[src/rtl/countermod6_pkg.sv]
// rtl/countermod6_pkg.sv - shared timer digit types, limits and load saturation
//
// Purpose: common definitions for the microwave countdown timer digit
//          counters (countermod6 for tens of seconds, countermod10 for units).
// Contents:
//   DIGIT_W        width of one BCD digit
//   SEC_TENS_MAX   highest value of the tens-of-seconds digit
//   SEC_UNITS_MAX  highest value of the units-of-seconds digit
//   bcd_digit_t    BCD digit type shared by all digit counters
//   sat_digit()    clamps a loaded value to a digit's maximum

package countermod6_pkg;

   localparam int DIGIT_W       = 4;
   localparam int SEC_TENS_MAX  = 5;
   localparam int SEC_UNITS_MAX = 9;

   typedef logic [DIGIT_W-1:0] bcd_digit_t;

   // Keypad data can carry any nibble; clamp it so a counter never
   // starts from a digit outside its range.
   function automatic bcd_digit_t sat_digit(input bcd_digit_t d, input bcd_digit_t maxv);
      return (d > maxv) ? maxv : d;
   endfunction

endpackage

[src/rtl/countermod6.sv]
// rtl/countermod6.sv - modulo-6 BCD down-counter for the tens-of-seconds digit
//
// Purpose: holds the tens-of-seconds digit (0..MAXVAL) of the countdown timer.
//          Parallel loadable, decrements when enabled, wraps 0 -> MAXVAL and
//          produces a borrow (tc) for the minutes digit.
// Ports:
//   clk    in   rising-edge clock
//   clrn   in   asynchronous clear, active-high (1 = clear)
//   data   in   parallel load value
//   loadn  in   synchronous load enable, active-low (wins over en)
//   en     in   count enable, one decrement per enabled edge
//   tens   out  current digit value
//   tc     out  borrow-out: en & (tens == 0), feeds en of the minutes digit
//   zero   out  tens == 0

module countermod6
   import countermod6_pkg::*;
#(
   parameter int WIDTH  = DIGIT_W,
   parameter int MAXVAL = SEC_TENS_MAX
) (
   input  logic             clk,
   input  logic             clrn,
   input  logic [WIDTH-1:0] data,
   input  logic             loadn,
   input  logic             en,
   output logic [WIDTH-1:0] tens,
   output logic             tc,
   output logic             zero
);

   localparam logic [WIDTH-1:0] MAXV = WIDTH'(MAXVAL);
   localparam logic [WIDTH-1:0] ONE  = WIDTH'(1);

   logic [WIDTH-1:0] count;
   logic [WIDTH-1:0] load_val;

   assign load_val = WIDTH'(sat_digit(DIGIT_W'(data), DIGIT_W'(MAXVAL)));

   always_ff @(posedge clk or posedge clrn) begin
      if (clrn) begin
         count <= '0;
      end else if (!loadn) begin
         count <= load_val;
      end else if (en) begin
         // Out-of-range states are treated like 0 so the counter
         // recovers to a legal digit on the next enabled edge.
         if (count == '0 || count > MAXV) begin
            count <= MAXV;
         end else begin
            count <= count - ONE;
         end
      end
   end

   assign tens = count;
   assign zero = (count == '0);
   assign tc   = en & zero;

endmodule

[config.mk]
export PLATFORM = sky130hd
export DESIGN_NAME = countermod6
export DESIGN_NICKNAME = d
export VERILOG_FILES = /design/src/rtl/countermod6_pkg.sv /design/src/rtl/countermod6.sv
export SDC_FILE = /design/constraint.sdc
export NUM_CORES = 1
export LEC_CHECK = 0
export BUFFER_PORTS_ARGS = -buffer_cell sky130_fd_sc_hd__buf_2
export CORE_AREA = 2 2 39 41
export DETAILED_ROUTE_END_ITERATION = 16
export DIE_AREA = 0 0 41 43
export PLACE_DENSITY_LB_ADDON = 0.2
export SYNTH_ARGS = -nofsm -noshare
export SYNTH_HDL_FRONTEND = slang
export SYNTH_SLANG_ARGS = --single-unit
[constraint.sdc]
create_clock -name clk -period 1.7 [get_ports clk]
set_clock_uncertainty 0.1 [all_clocks]
set_input_delay 0.34 -clock clk [delete_from_list [all_inputs] [get_ports clk]]
set_output_delay 0.34 -clock clk [all_outputs]
set_load 0.02 [all_outputs]
Word-level counts from Yosys, hierarchy flattened
Cells that the tools add are included.
Widths: inputs -> output; s select.
{"block": "totals", "register_bits": 4, "in_bits": 8, "out_inout_bits": 6}
{"block": "classes", "add_sub_neg": 1, "magnitude_cmp": 2, "n_eq_ne": 1, "mux": 4, "bitwise_logic": 1, "reduce_logical": 2}
{"cell": "$mux 4", "n": 4}
{"cell": "$gt 4x3->1 const B", "n": 2}
{"cell": "$logic_not 4->1", "n": 1}
{"cell": "$sub 4x1->4 const B", "n": 1}
{"cell": "$ne 2x1->1 const B", "n": 1}
{"cell": "$and 1x1->1", "n": 1}
{"cell": "$logic_or 1x1->1", "n": 1}

Longest topological paths before layout
{"block": "logic_depth", "ltp_word": 5, "depth_mapped": 5, "mapped_depth_nobuf": 5}

Worst setup path before layout
No wires, ideal clock.
{"block": "synth_timing", "path_kind": "register to output", "start": "register count[0], in the netlist tens[0]", "end": "output port tc", "arrival_ps": 1169, "required_ps": 1260, "setup_slack_ps": 91, "path_stages_with_launch": 5, "path_buffers": 0, "cell_sequence": "dfrtp_1 > inv_1 > ha_1 > nand2b_1 > nor2_1"}
{"block": "synth_via", "elab_chain_cells": 2}
{"element": "from (decl)", "line": "countermod6.sv:35", "rtl": "logic [WIDTH-1:0] count;"}
{"element": "from (signal assigned)", "line": "countermod6.sv:44", "rtl": "count <= load_val;"}
{"element": "from (signal assigned)", "line": "countermod6.sv:51", "rtl": "count <= count - ONE;"}
{"element": "$logic_not 4->1", "line": "countermod6.sv:57", "rtl": "assign zero = (count == '0);"}
{"element": "$and 1x1->1", "line": "countermod6.sv:58", "rtl": "assign tc = en & zero;"}
{"element": "to (decl)", "line": "countermod6.sv:28", "rtl": "output logic tc,"}
Every way passes these cells.

Final worst setup path
{"block": "layout_timing", "start": "register count[0], in the netlist tens[0]", "end": "output port zero"}
{"block": "layout_via", "elab_chain_cells": 1}
{"element": "$logic_not 4->1", "line": "countermod6.sv:57"}
{"element": "to (decl)", "line": "countermod6.sv:29", "rtl": "output logic zero"}
Every way passes these cells.

==> metrics.cfg <==
[run_status]
outcome=complete, no violations

[synth]
synthCells=32
yosysSeqAreaShare=0.362
ys_seq_elements=4
synth_nets=42
yosys.area_share.simple=0.290
synth_xor_area_frac=0
synth_commonest_cells=4 x dfrtp_1, 4 x inv_1, 3 x nor2_1, 3 x nor2b_1
synthAdderAreaFrac=0.0905
syn_area_um2=277
synth_compound_area_frac=0.204
synth_top_family_by_area=simple AND/OR/NAND/NOR gates
synth_top_area_share=0.362
syn_avg_cell_area_um2=8.64
synth_edf_count=0
synth_largest_area_cell=dfrtp_1
synthTopCellsByArea=dfrtp_1 36%, ha_1 9.0%, nor2b_1 6.8%
synthFlopType=dfrtp_1
yosysUniqueCellTypes=19
muxShareOfSynthArea=0
yosys_warnings=0
synthArstFlopShare=1.00

[power]
ir_drop_uv=355
clockPowerShare=0.305
p_sw_frac=0.327
power_leakage_nw=0.214
p_comb_frac=0.386
power_uw=385
p_per_area_nw_per_um2=839
p_switching_uw=126
seqPwrFrac=0.309
intPower_uw=259

[clock_tree]
cts_tree=built
ctsLongestPathBuffers=2
cts_root_buffer=clkbuf_4
htree_levels=1
clock_latency_ns=0.24
cts_sinks=4
path_clk_slew_ns=0.04
cts_inserted_buffers=3

[worst_setup_path]
slowest_delay_ns=0.40
critPathMaxFanout=4
cp_num_buf_inv=2
endpoint_kind=output port
r2r_cells=5
cp_slowest_cell=dfrtp_1
worstSetupStartpoint=tens[0]
endpoint=zero
ff2ff_setup_slack_ns=0.15
r2r-start=tens[0]
r2r_end=tens[1]
crit_family=flip-flops
cp_cell_sequence=inv_2 > ha_4 > nand2b_4 > nor2_4 > buf_6
crit_arrival_ns=1.20
path_class=flop to output port
cp.required_ns=1.26
path_depth=5
startpoint_type=flop

[placed_design]
gp_congestion=0.662
dp_cells=62
portBuffers=13
dp_hpwl_um=547
dp_slack_ns=0.147

[min_path]
min_path_cells=3
hp-class=input pin to flop

[route]
vias=301
ant_nets=0
wl_per_cell_um=10.7
viasPerCell=4.43
drtIter0Drc=2
drt_first_pass_iters=2
drt-total-wl_um=728
drc=0

[layout]
antennaDiodeCount=0
area.sequential_um2=100
nFillCells=153
final_net_count=64
finish.utilization=0.332
area_delta_synth_final_pct=66.1
multi_input_area_um2=191
drive_gt1_frac=0.481
layout.cells.non_filler=68
largest_reg_flops=4

[die]
core_area_um2=1380
initial_core_util=0.200
pin_count=14
num_rows=14
die_y_um=43
die-area_um2=1760
fp.dieW_um=41

[sta]
setup_ws_ns=0.0601
clock.fmax_mhz=610
fin_crit_sh=0.965
slew_headroom=0.722
maxSlewViolCount=0
worst_pin_slew_ns=0.407
finalSetupViolCount=0
hold_violations=0
holdWs_ns=0.299
fin_crit_ns=1.64
rsz0062_at_grt=yes

[global_route]
antenna_found_initial=0
grt_first_pass_wirelength_um=1200
track_usage=0.108
grt_pass1_vias=279
grt_remaining_overflow=0
grt_max_degree=9

[run]
maxCapViolCount=0

[worst min path at each step]
stage	start	to
detailed placement	clrn	tens[3]
finish	data[1]	tens[1]
CTS	data[1]	tens[1]
global placement	clrn	tens[2]
global route	data[1]	tens[1]
floorplan	clrn	tens[0]
[power groups by stage]
stage          Clock [mW]  Combinational (mW)  Sequential (mW)
3_3_place_gp            0               0.112            0.117
3_5_place_dp            0               0.108            0.118
6_report            0.117               0.149            0.119
5_1_grt             0.131               0.165            0.121
2_1_floorplan           0              0.0524            0.132
4_1_cts             0.124               0.121            0.117
[area by class of cell]
type / instances / area share
Inverter: 4 / 0.0327
Tap cell: 16 / 0.0436
Clock buffer: 3 / 0.0490
Multi-Input combinational cell: 24 / 0.417
Sequential cell: 4 / 0.218
Timing Repair Buffer: 17 / 0.240
[metal layers]
metal	GRT usage	vias up	wire, um
li1	-	156	-
met1	0.130	134	320
met2	0.144	9	345
met3	0.0628	2	56
met4	0.0600	0	4
met5	0	-	0
[repair_timing]
action | CTS | global route
setup endpoints to repair | 2 | 2
buffers inserted | 0 | 2
resized for setup | 4 | 8
hold buffers | 1 | 0
endpoints found under the hold margin | 4 | 0
pin swaps | 1 | 2
[worst min-delay path, stage by stage]
cell and delay, ns:
buf_2 0.09, nand3b_1 0.08, o211ai_1 0.09
[cell usage in the layout, fill, tap and decap left out]
cell / instances
buf_2: 11
o211ai_1: 1
dlygate4sd3_1: 1
buf_4: 3
ha_4: 1
buf_6: 2
nand3_1: 1
nor2_2: 1
nor2_1: 1
a31oi_1: 1
a21oi_1: 1
nand2b_1: 1
o21a_1: 2
nand3b_1: 1
a2111oi_0: 1
ha_1: 1
nor2_4: 1
inv_1: 2
nor2b_1: 3
nand2_1: 1
nand2b_4: 1
clkbuf_4: 3
or3b_1: 1
inv_2: 2
nor4_1: 1
dfrtp_1: 4
o21ai_0: 1
o221ai_1: 1
nand4_1: 1
[kinds of logic (layout without fill, tap and decap cells)]
logic type      after synthesis  after routing
fa+ha+maj                     2              2
buf+inv                       4             24
flops                         4              4
compound gates                8              8
simple gates                 14             14
[per-stage QoR]
| stage | area, um^2 | TNS, ns |
|---|---|---|
| 2_1_floorplan | 277 | 0 |
| 5_1_grt | 459 | -0.0418 |
| 3_3_place_gp | 369 | 0 |
| 6_report | 459 | 0 |
| 3_5_place_dp | 369 | 0 |
| 4_1_cts | 417 | 0 |
Note: power is estimated with default switching activity, not from simulation.
